[src/rtl/rf_port_arbiter.sv]
// rf_port_arbiter: independent round-robin A/B arbitration of the RF SRAM write and read ports.
// Latency: grants and sram_* are combinational; read data/valid are registered one cycle after the grant.
// Backpressure: a requester holds its request until granted; under contention grants alternate. Optional RF_ARB_R0_PROTECT_EN blocks writes to register 0.
module rf_port_arbiter #(
    parameter int CNT_W = 8
) (
    input  logic             clk,
    input  logic             rst_n,
    input  logic             a_wreq,
    input  logic             b_wreq,
    input  logic [3:0]       a_waddr,
    input  logic [3:0]       b_waddr,
    input  logic [15:0]      a_wdata,
    input  logic [15:0]      b_wdata,
    output logic             a_wgnt,
    output logic             b_wgnt,
    input  logic             a_rreq,
    input  logic             b_rreq,
    input  logic [3:0]       a_raddr,
    input  logic [3:0]       b_raddr,
    output logic             a_rgnt,
    output logic             b_rgnt,
    output logic             a_rvalid,
    output logic             b_rvalid,
    output logic [15:0]      a_rdata,
    output logic [15:0]      b_rdata,
    output logic             sram_we,
    output logic             sram_re,
    output logic [3:0]       sram_waddr,
    output logic [3:0]       sram_raddr,
    output logic [15:0]      sram_wdata,
    input  logic [15:0]      sram_rdata,
    output logic [CNT_W-1:0] wr_conflicts,
    output logic [CNT_W-1:0] rd_conflicts
`ifdef RF_ARB_R0_PROTECT_EN
    ,
    output logic             r0_wr_drop
`endif
);

    localparam logic [CNT_W-1:0] CNT_ONE = {{(CNT_W-1){1'b0}}, 1'b1};

    logic             wr_pri_q, rd_pri_q;
    logic             rd_vld_q, rd_owner_q;
    logic [15:0]      a_rdata_q, b_rdata_q;
    logic [CNT_W-1:0] wr_cnt_q, rd_cnt_q;
    logic             wr_both, rd_both, wr_any, rd_any;

    assign wr_both = a_wreq & b_wreq;
    assign rd_both = a_rreq & b_rreq;

    // Pointer-favoured requester wins a contested port; reset masks every grant.
    assign a_wgnt = rst_n & a_wreq & ~(b_wreq &  wr_pri_q);
    assign b_wgnt = rst_n & b_wreq & ~(a_wreq & ~wr_pri_q);
    assign a_rgnt = rst_n & a_rreq & ~(b_rreq &  rd_pri_q);
    assign b_rgnt = rst_n & b_rreq & ~(a_rreq & ~rd_pri_q);
    assign wr_any = a_wgnt | b_wgnt;
    assign rd_any = a_rgnt | b_rgnt;

    always_comb begin
        sram_waddr = 4'd0;
        sram_wdata = 16'd0;
        sram_raddr = 4'd0;
        if (a_wgnt) begin
            sram_waddr = a_waddr;
            sram_wdata = a_wdata;
        end else if (b_wgnt) begin
            sram_waddr = b_waddr;
            sram_wdata = b_wdata;
        end
        if (a_rgnt) begin
            sram_raddr = a_raddr;
        end else if (b_rgnt) begin
            sram_raddr = b_raddr;
        end
    end

`ifdef RF_ARB_R0_PROTECT_EN
    logic r0_hit, r0_drop_q;
    // The requester is still released, only the SRAM write strobe is suppressed.
    assign r0_hit     = wr_any & (sram_waddr == 4'd0);
    assign sram_we    = wr_any & ~r0_hit;
    assign r0_wr_drop = r0_drop_q;

    always_ff @(posedge clk or negedge rst_n) begin
        if (!rst_n) begin
            r0_drop_q <= 1'b0;
        end else begin
            r0_drop_q <= r0_hit;
        end
    end
`else
    assign sram_we = wr_any;
`endif

    assign sram_re      = rd_any;
    assign a_rvalid     = rd_vld_q & ~rd_owner_q;
    assign b_rvalid     = rd_vld_q &  rd_owner_q;
    assign a_rdata      = a_rdata_q;
    assign b_rdata      = b_rdata_q;
    assign wr_conflicts = wr_cnt_q;
    assign rd_conflicts = rd_cnt_q;

    always_ff @(posedge clk or negedge rst_n) begin
        if (!rst_n) begin
            wr_pri_q   <= 1'b0;
            rd_pri_q   <= 1'b0;
            rd_vld_q   <= 1'b0;
            rd_owner_q <= 1'b0;
            a_rdata_q  <= 16'd0;
            b_rdata_q  <= 16'd0;
            wr_cnt_q   <= '0;
            rd_cnt_q   <= '0;
        end else begin
            // After a contested cycle the loser becomes favoured.
            if (wr_both) wr_pri_q <= ~wr_pri_q;
            if (rd_both) rd_pri_q <= ~rd_pri_q;
            if (wr_both && wr_cnt_q != '1) wr_cnt_q <= wr_cnt_q + CNT_ONE;
            if (rd_both && rd_cnt_q != '1) rd_cnt_q <= rd_cnt_q + CNT_ONE;
            rd_vld_q   <= rd_any;
            rd_owner_q <= b_rgnt;
            // SRAM already presented the granted word on the intervening negedge.
            if (a_rgnt) a_rdata_q <= sram_rdata;
            if (b_rgnt) b_rdata_q <= sram_rdata;
        end
    end

endmodule

[config.mk]
export PLATFORM = sky130hd
export DESIGN_NAME = rf_port_arbiter
export DESIGN_NICKNAME = d
export VERILOG_FILES = /design/src/rtl/rf_port_arbiter.sv
export SDC_FILE = /design/constraint.sdc
export NUM_CORES = 1
export LEC_CHECK = 0
export BUFFER_PORTS_ARGS = -buffer_cell sky130_fd_sc_hd__buf_2
export CORE_UTILIZATION = 43
export DETAILED_ROUTE_END_ITERATION = 7
export GPL_TIMING_DRIVEN = 0
export PLACE_DENSITY = 0.84
export SLEW_MARGIN = 20
export SYNTH_ARGS = -nofsm -noshare
export SYNTH_HDL_FRONTEND = slang
export SYNTH_SLANG_ARGS = --single-unit
[constraint.sdc]
create_clock -name clk -period 1.7 [get_ports clk]
set_input_delay 0.17 -clock clk [delete_from_list [all_inputs] [get_ports clk]]
set_output_delay 0.17 -clock clk [all_outputs]
set_load 0.02 [all_outputs]
[Yosys cells after proc, flatten, opt, wreduce, memory -nomap -nowiden]
Index checks and enable logic that the tools add are counted.
W data, S select, Z words.
Storage, ports and cells
  register bits after elaboration: 52
  latch bits: 0
  RAM bits: 0
  bits in read-only memories: 0
  input bits: 70
  output and inout bits: 80
  word-level logic and storage cells: 45
  memories kept: 0
Operators by class
  add/subtract/negate cells: 2
  multiply operators: 0
  divide/modulo/power cells: 0
  magnitude comparators: 0
  eq/ne operators: 2
  shifts and indexed selects: 0
  mux-type cells: 6
  bitwise gates (word level): 25
  reduce and logical (&&, ||, !) cells: 2
Operators with widths (count)
  $mux W16: 2
  $add A8 B1 Y8 const B: 2
  $and A1 B1 Y1: 16
  $mux W4: 4
  $ne A8 B8 Y1 const B: 2
  $not A1 Y1: 7
  $logic_and A1 B1 Y1: 2
  $or A1 B1 Y1: 2

[Longest topological paths before layout]
Gate-level depths: netlist of the first run.
  depth after elaboration: 6
  depth in mapped cells: 7
  gate-level depth less buffers: 5

[Worst setup path after synthesis of the first run]
Ideal clock, no wire load.
  path kind: register to register
  start point: register rd_cnt_q[0] (netlist: rd_conflicts[0])
  end point: register rd_cnt_q[1] (netlist: rd_conflicts[1])
  data arrival time: 1464 ps
  data required time: 1575 ps
  slack: 112 ps
  stages on the path, launching flop included: 5
  path buffers: 0
  period minus slack after synthesis: 1588 ps
  path through: dfrtp_1 ha_1 nand3_2 o21ai_1 mux2_2
On the way
  longest elaborated chain between the ends: 2
  elaborated cells between the ends (all ways): 3
  classes of those cells: add/sub: 1; eq/ne: 1; reduce/logical: 1
RTL lines
  start, declared: line 46  | logic [CNT_W-1:0] wr_cnt_q, rd_cnt_q;
  start signal, assigned: line 119  | if (rd_both && rd_cnt_q != '1) rd_cnt_q <= rd_cnt_q + CNT_ONE;
  branches (longest 2 deep; another with $add A8 B1 Y8)
Parallel ways; which one is timed is not known.
A chain may end at the register's enable or synchronous reset.

[Final worst setup path of the first run]
  start point: register rd_pri_q
  end point: output sram_raddr[1]
On the way
  longest elaborated chain between the ends: 6
  elaborated cells between the ends (all ways): 9
  classes of those cells: mux: 2; bitwise: 7
RTL lines
  start, declared: line 43  | logic wr_pri_q, rd_pri_q;
  start signal, assigned: line 117  | if (rd_both) rd_pri_q <= ~rd_pri_q;
  $not A1 Y1: line 56  | assign b_rgnt = rst_n & b_rreq & ~(a_rreq & ~rd_pri_q);
  $and A1 B1 Y1: line 56
  $not A1 Y1: line 56
  $and A1 B1 Y1: line 56
  $mux W4: line 73  | end else if (b_rgnt) begin
  $mux W4 *: line 71  | if (a_rgnt) begin
  end, declared: line 30  | output logic [3:0] sram_raddr,
Mark *: on every way between the ends. The rest lies on a longest branch, timed or not.

==> metrics, run 1 <==
status=finished with violations; failing checks=hold timing; leading area contributor after synthesis=dfrtp_1; row cnt=27; grt ovf=0; final net count=458; port bufs=149; synth cell count leaders=nand2_1 (59), dfrtp_1 (52), a22o_1 (24); Max-slew headroom=67.3%; Layout Skew=0.00743 ns; largest net degree at the start of global routing=59; met1 Track Usage GR=25.4%; die height=77.6 um; layout cells sized above 1=51.6%; Routed WL=6160 um; Cell variety after synth=36; Ports=150; Post-Route Utilization=62.2%; simple-gate share of the synthesized area=16.9%; EDFF count, synth=0; Syn Nets=300; RSZ-0062 raised after global routing=true; initial antenna violation count=0; flops & latches, synth=52; Finished Cell Area=3430 um2; Crit path arrival time=1.46 ns; critical path's slowest cell=dfrtp_1; core box area=5510 um2; Antenna Violating Nets Remaining=0; Syn. warnings=0; via count=2284; Worst-Skew Late Latency=0.29 ns; Mapped Avg Cell Area=10.8 um2; met2 Usage GRT=34.5%; CTS H-tree depth=2; CTS tree=done; Reg clk slew, reported paths=0.09 ns; Slew Viols, Final=0; root cell of the clock tree=clkbuf_8; Min-Delay Path Class=in -> async; Leakage=1.86 nW; diode count=0; largest fanout on the critical path=10; Peak Freq=612 MHz; top cells by area, synth=dfrtp_1 (53%), mux2_2 (9.6%), nand2_1 (9.0%), a22o_1 (8.6%), xnor2_1 (1.4%); crit end category=output pin; Tmin final=1.63 ns; total CTS buffers=5; DP HPWL=4690 um; share of the synthesized area in the top cell type=53.0%; gpl congestion=0.752; Layout area overhead=39.5%; synthesized-area fraction occupied by adder cells=1.02%; Hold Violations, Final=52; vias per cell=4.99; period utilisation layout=96.1%; post-synthesis compound-gate area fraction=13.2%; mux share of post-synthesis cell area=10.2%; max cap viols=0; worst slew pin tran=0.491 ns; Initial Utilization=44.6%; clock sink total=52; pwr/cell area=1380 nW/um2; largest family of logic cells by synthesized area=simple AND/OR/NAND/NOR gates; GRT met3 Usage=3.53%; DRC viols=0; die width=77.6 um; first-pass GRT wire length=9590 um; most frequent cell after synthesis=nand2_1; R2R setup slack=0.12 ns; Reg-to-Reg Start=rd_conflicts[0]; Die ar.=6020 um2; Gate Count Post-Synth=228; XOR/XNOR share of the synthesized area=2.14%; clock tree buffer depth=2; fillcell total=454; Hold Slack=-0.225 ns; Setup violations, final=0; DP Area=3290 um2; r2r endpoint=rd_conflicts[1]; DR iter-0 viols=92; DR pass1 iterations=4; Setup CP Type=reg -> out; Cell Area, Synth=2460 um2; Top Usage Layer GRT=met2; Critical Path Max Stage Delay=0.37 ns; routed length per instance=13.5 um; Critical Path RT=1.53 ns; critical path startpoint category=flip-flop; async set-reset flop share out of synthesis=100%; VDD IR-drop max=0.000830 V; total track usage=20.0%; Critical Path, Cell by Cell=inv_2 > a21o_1 > buf_6 > inv_2 > buf_6 > a22o_1 > buf_2; R2R depth=4; Main synth FF type=dfrtp_1; Seq/Total Area, Yosys=53.0%; number of global-route vias before repair=2027
final cells by class:
class	count	area, um2	share of cell area (%)
clock inverters	1	5.00	0.146
plain buffers	11	90.1	2.63
inverters	5	18.8	0.548
multi-input cells	160	1080	31.4
flip-flops and latches	52	1300	38.0
repair buffers	151	773	22.6
clock buffers	6	72.6	2.12
well taps	72	90.1	2.63
kinds of logic after synthesis:
kind of cell / Yosys count
AO/OA/AOI/OAI: 40
flip-flops: 52
XOR/XNOR: 6
buffers and inverters: 16
adder cells (fa/ha/maj): 2
AND/OR/NAND/NOR: 90
multiplexers: 22
worst max-delay path by stage:
stage,start,endpoint,cells past startpoint
after floorplan,rd_conflicts[0],rd_conflicts[1],4
after global placement,rst_n,sram_raddr[0],8
after detailed placement,rst_n,sram_raddr[1],8
after CTS,wr_pri_q,sram_wdata[10],4
after global routing,wr_pri_q,sram_wdata[10],5
final,rd_pri_q,sram_raddr[1],7
registers in the layout (all words and copies together), names as in the netlist:
signal,flops
rd_conflicts,8
wr_pri_q,1
b_rdata,16
wr_conflicts,8
rd_owner_q,1
rd_vld_q,1
a_rdata,16
rd_pri_q,1
per-layer routing:
layer | routed length [um] | up-vias
met5 | 0 | -
met2 | 3240 | 55
li1 | - | 1109
met4 | 69 | 0
met1 | 2640 | 1113
met3 | 207 | 7
power breakdown:
group	leakage (nW)	total [W]	switching (W)	internal, W
Combinational	1.19	0.00206	0.00124	0.000824
Sequential	0.632	0.00201	0.000362	0.00165
Clock	0.0410	0.000652	0.000372	0.000281
Total	1.86	0.00473	0.00197	0.00276
cell usage in the layout (no fill, tap or decap), types with 3 or more instances in the layout:
cell type	n
nand2_1	59
nand3_1	4
o21a_1	3
buf_4	9
nand4_1	3
buf_2	147
inv_1	3
nor3_1	3
xnor2_1	4
buf_6	3
clkbuf_8	5
mux2_2	21
dfrtp_1	52
a22o_1	24
nor2_1	9
a21oi_1	4
worst max-delay path: cells and delay by family (launching register included):
kind	cells	cell delay [ns]
buffers and inverters	5	0.50
flip-flops	1	0.37
AO/OA/AOI/OAI	2	0.30
stage by stage:
stage	cells	setup slack (ns)	power, W	TNS, ns
2_1_floorplan	228	0.112	0.00328	0
3_3_place_gp	449	-0.600	0.00398	-28.64
3_5_place_dp	449	-0.202	0.00406	-6.42
4_1_cts	457	0.00160	0.00473	0
5_1_grt	458	-0.0455	0.00501	-0.228
6_report	458	0.0667	0.00473	0
timing repair:
action                                  4_1_cts  5_1_grt
setup buffers                                 1        1
resized for setup                             7       10
endpoints found under the hold margin        52       52
endpoints found under the setup margin       25       24
Note: power is estimated with default switching activity, not from simulation.
==> run 2: changes to the inputs <==
ABC_AREA = 1   (was unset)
CORE_UTILIZATION = 44   (was 43)
PLACE_DENSITY = unset   (was 0.84)
PLACE_DENSITY_LB_ADDON = 0.25   (was unset)
==> metrics, run 2 <==
crit end category=output pin; largest net degree at the start of global routing=57; die width=79.8 um; die height=79.8 um; r2r endpoint=rd_conflicts[5]; Min-Delay Path Class=in -> async; Hold Violations, Final=52; RSZ-0062 raised after global routing=false; worst slew pin tran=0.523 ns; Layout Skew=0.0113 ns; core box area=5680 um2; Worst path top cell family by delay=buffers and inverters; layout cells sized above 1=36.0%; Tmin final=1.58 ns; Ports=150; period utilisation layout=92.9%; share of the synthesized area in the top cell type=48.8%; XOR/XNOR share of the synthesized area=1.64%; Die ar.=6370 um2; flops & latches, synth=52; Max-slew headroom=65.1%; first-pass GRT wire length=10100 um; clock tree buffer depth=2; Buf+Inv Stages, Crit Path=3; commonest non-fill, non-tap cell in the layout=nand2_1; port bufs=149; WP depth=6; EDFF count, synth=0; total track usage=20.5%; Cell Area, Synth=2670 um2; CTS H-tree depth=2; final net count=580; Hold Slack=-0.184 ns; largest fanout on the critical path=10; Worst Setup SP=rd_pri_q; pwr/cell area=1190 nW/um2; commonest non-fill, non-tap cells in the layout=nand2_1 (169), buf_2 (146), dfrtp_1 (52); grt ovf=0; Critical Path Max Stage Delay=0.37 ns; async set-reset flop share out of synthesis=100%; max cap viols=0; Critical Path, Cell by Cell=inv_1 > nand2_1 > nand3_4 > buf_6 > nand2_1 > buf_2; row cnt=27; Syn. warnings=0; vias per cell=4.61; Setup violations, final=0; total CTS buffers=5; DP HPWL=5070 um; status=finished with violations; most frequent cell after synthesis=nand2_1; Main synth FF type=dfrtp_1; top cells by area, synth=dfrtp_1 (49%), nand2_1 (24%), o21ai_0 (6.4%), inv_1 (5.4%), buf_6 (2.5%); DR pass1 iterations=4; Antenna Violating Nets Remaining=0; Seq/Total Area, Yosys=48.8%; R2R setup slack=0.32 ns; Cell variety after synth=23; clock sink total=52; CTS tree=done; DP Area=3500 um2; critical path startpoint category=flip-flop; largest family of logic cells by synthesized area=simple AND/OR/NAND/NOR gates; number of global-route vias before repair=2360; Worst-Skew Late Latency=0.30 ns; DR iter-0 viols=74; DRC viols=0; Setup CP Type=reg -> out; Crit path arrival time=1.41 ns; synth cell count leaders=nand2_1 (169), dfrtp_1 (52), inv_1 (38); Critical Path End=sram_re; failing checks=hold timing; simple-gate share of the synthesized area=32.0%; Initial Utilization=47.0%; synthesized-area fraction occupied by adder cells=0.939%; Slew Viols, Final=0; VDD IR-drop max=0.000675 V; Syn Nets=423; root cell of the clock tree=clkbuf_8; Leakage=2.18 nW; diode count=0; initial antenna violation count=0; post-synthesis compound-gate area fraction=7.14%; Reg clk slew, reported paths=0.10 ns; Mapped Avg Cell Area=7.59 um2; Finished Cell Area=3610 um2; R2R depth=8; Routed WL=6700 um; leading area contributor after synthesis=dfrtp_1; cell repeated most along the worst path=nand2_1; Layout area overhead=35.6%; critical path's slowest cell=dfrtp_1; Critical Path RT=1.53 ns; via count=2677; Gate Count Post-Synth=351; mux share of post-synthesis cell area=0%; routed length per instance=11.5 um; Peak Freq=633 MHz; Reg-to-Reg Start=rd_conflicts[0]; gpl congestion=0.743
-- run 2: metrics by stage --
step / power, W / std cells / util, % / setup TNS (ns) / worst slack (ns)
global route: 0.00459 / 581 / 63.7 / 0 / 0.00279
detailed placement: 0.00362 / 572 / 61.7 / -0.439 / -0.0404
floorplan: 0.00293 / 351 / - / 0 / 0.374
finish: 0.00429 / 581 / 63.7 / 0 / 0.121
global placement: 0.00357 / 572 / 61.7 / -20.63 / -0.476
CTS: 0.00434 / 580 / 63.4 / 0 / 0.0461
-- run 2: what timing repair did --
item,in CTS,in global routing
setup buffers,0,1
endpoints found under the setup margin,18,7
pin swaps,0,0
gates resized for setup,1,6
hold endpoints to repair,52,52
-- run 2: per-layer routing --
metal	GRT usage [%]	share of wire [%]	vias up	wire length, um
met3	5.49	7.6	6	507
met4	5.00	0.82	0	55
li1	-	-	1376	-
met2	40.6	51	91	3440
met1	21.0	40	1204	2690
met5	0	0	-	0
-- run 2: worst min path at each step --
stage	start	end	slack, ns	cells past startpoint
3_3_place_gp	sram_rdata[10]	b_rdata[10]	0.43	3
3_5_place_dp	rst_n	rd_conflicts[0]	0.28	1
4_1_cts	rst_n	b_rdata[1]	-0.17	1
5_1_grt	rst_n	b_rdata[1]	-0.15	1
2_1_floorplan	rst_n	a_rdata[0]	-0.13	0
6_report	rst_n	b_rdata[1]	-0.18	1
-- run 2: cell families after synthesis --
group,after synthesis
AO/OA/AOI/OAI,38
XOR/XNOR,5
adder cells (fa/ha/maj),2
buffers and inverters,51
flip-flops,52
AND/OR/NAND/NOR,203
-- run 2: final cells by class --
| cell class | instances | area, um2 |
|---|---|---|
| Timing Repair Buffer | 150 | 764 |
| Tap cell | 72 | 90.1 |
| Multi-Input combinational cell | 248 | 1110 |
| Buffer | 10 | 101 |
| Inverter | 41 | 156 |
| Fill cell | 511 | 2060 |
| Clock inverter | 2 | 16.3 |
| Sequential cell | 52 | 1300 |
| Clock buffer | 6 | 72.6 |
-- run 2: power by group --
part           leakage (nW)  internal (W)  total [W]  switching [W]
registers             0.644       0.00158    0.00184       0.000264
logic                  1.50      0.000634    0.00175        0.00112
clock network        0.0414      0.000294   0.000702       0.000409
==> run 3: changes to the inputs <==
CAP_MARGIN = 10   (was unset)
CORE_UTILIZATION = 40   (was 44)
SLEW_MARGIN = unset   (was 20)
clock period = 1.39 ns   (was 1.7 ns; I/O delays follow)
==> metrics, run 3 (synthesis results as in run 2) <==
diode count=0; Pwr Total=0.00573 W; pwr/cell area=1380 nW/um2; CTS H-tree depth=2; first-pass GRT wire length=11900 um; Tmin final=1.54 ns; port bufs=149; Critical Path RT=1.25 ns; Leakage=2.37 nW; DR iter-0 viols=84; largest fanout on the critical path=6; Crit path arrival time=1.40 ns; Initial Utilization=41.7%; Antenna Violating Nets Remaining=0; root cell of the clock tree=clkbuf_8; Reg power frac=39.3%; Max-slew headroom=30.3%; DR pass1 iterations=4; cell repeated most along the worst path=nand2_1; DRC viols=0; core box area=6390 um2; Critical Path, Cell by Cell=nand2_1 > and3_4 > buf_6 > nand2_1 > nand2_1 > buf_6; Setup violations, final=24; via count=2868; critical path startpoint category=flip-flop; layout cells sized above 1=47.1%; Layout Skew=0.0138 ns; die height=83.6 um; period utilisation layout=111%; Final WS setup=-0.153 ns; vias per cell=4.72; Switching Share=41.4%; clock tree buffer depth=2; Die ar.=6990 um2; routed length per instance=12.9 um; worst slew pin tran=1.05 ns; Routed WL=7830 um; Worst-Skew Late Latency=0.31 ns; number of global-route vias before repair=2648; Critical Path Max Stage Delay=0.40 ns; Clock Power Share=15.7%; RSZ-0062 raised after global routing=true; Reg clk slew, reported paths=0.10 ns; Ports=150; max cap viols=0; clock sink total=52; initial antenna violation count=0; commonest non-fill, non-tap cell in the layout=nand2_1; row cnt=29; Slew Viols, Final=0; crit end category=output pin; commonest non-fill, non-tap cells in the layout=nand2_1 (129), buf_2 (120), dfrtp_1 (51); total track usage=20.9%; Comb power frac=45.0%; failing checks=setup timing; Min-Delay Path Class=in -> reg; Peak Freq=648 MHz; final net count=602; grt ovf=0; largest net degree at the start of global routing=30; CTS tree=done; cell internal pwr=0.00336 W; die width=83.6 um; DP HPWL=5140 um; VDD IR-drop max=0.000827 V; switching power=0.00238 W; gpl congestion=0.742; status=finished with violations; fillcell total=564; critical path's slowest cell=dfrtp_1; Hold Violations, Final=0; Layout area overhead=55.5%; Hold Slack=0.0708 ns; total CTS buffers=5; Setup CP Type=reg -> out
## run 3: power by group through the flow
stage          combinational [W]  clock (W)  sequential (W)
4_1_cts                  0.00240   0.000934         0.00225
3_3_place_gp             0.00212          0         0.00225
3_5_place_dp             0.00216          0         0.00226
2_1_floorplan           0.000867          0         0.00272
6_report                 0.00258   0.000899         0.00225
5_1_grt                  0.00281   0.000977         0.00232
## run 3: worst paths after layout
check | start | end | slack, ns | depth (start not counted)
max | wr_pri_q | sram_wdata[3] | -0.15 | 6
min | sram_rdata[10] | b_rdata[10] | 0.07 | 3
max reg2reg | wr_conflicts[1] | wr_conflicts[0] | 0.10 | 8
min reg2reg | b_rdata[7] | b_rdata[7] | 0.49 | 2
max in group asynchronous | rst_n | b_rdata[0] | 0.50 | 2
min in group asynchronous | rst_n | b_rdata[9] | 0.26 | 2
## run 3: repair_timing
item,4_1_cts,5_1_grt
hold endpoints to repair,23,0
gates resized for setup,68,56
cloned,1,3
buffers inserted,8,7
endpoints found under the setup margin,29,59
hold buffers,3,0
pin swaps,4,20
## run 3: layout make-up
type                       count  area, um2  area share [%]
buffer                        10        105            2.54
clock buffer                   5       68.8            1.66
clock inverter                 3       22.5           0.543
inverter                      41        164            3.96
multi-input combinational    248       1250            30.2
sequential                    52       1300            31.4
tap                           77       96.3            2.32
timing repair buffer         172       1130            27.3
## run 3: per-layer routing
layer	track usage, %	vias up	wire length, um
met5	0	-	0
met4	6.63	0	252
met3	5.54	20	585
met2	37.0	119	3840
met1	24.7	1304	3150
li1	-	1425	-
## run 3: worst max-delay path: cells and delay by family (launching register included)
family	cells	cell delay, ns
buffers and inverters	2	0.26
DFF	1	0.40
and+or+nand+nor	4	0.43
## run 3: through the flow
stage	TNS [ns]	cells	setup slack, ns	utilization, %	area [um2]
3_3_place_gp	-37.74	577	-0.727	54.9	3510
5_1_grt	-4.62	608	-0.220	64.9	4140
3_5_place_dp	-10.88	578	-0.355	55.2	3530
6_report	-2.85	608	-0.153	64.9	4140
2_1_floorplan	0	351	0.0638	-	2670
4_1_cts	-2.84	598	-0.155	61.3	3910
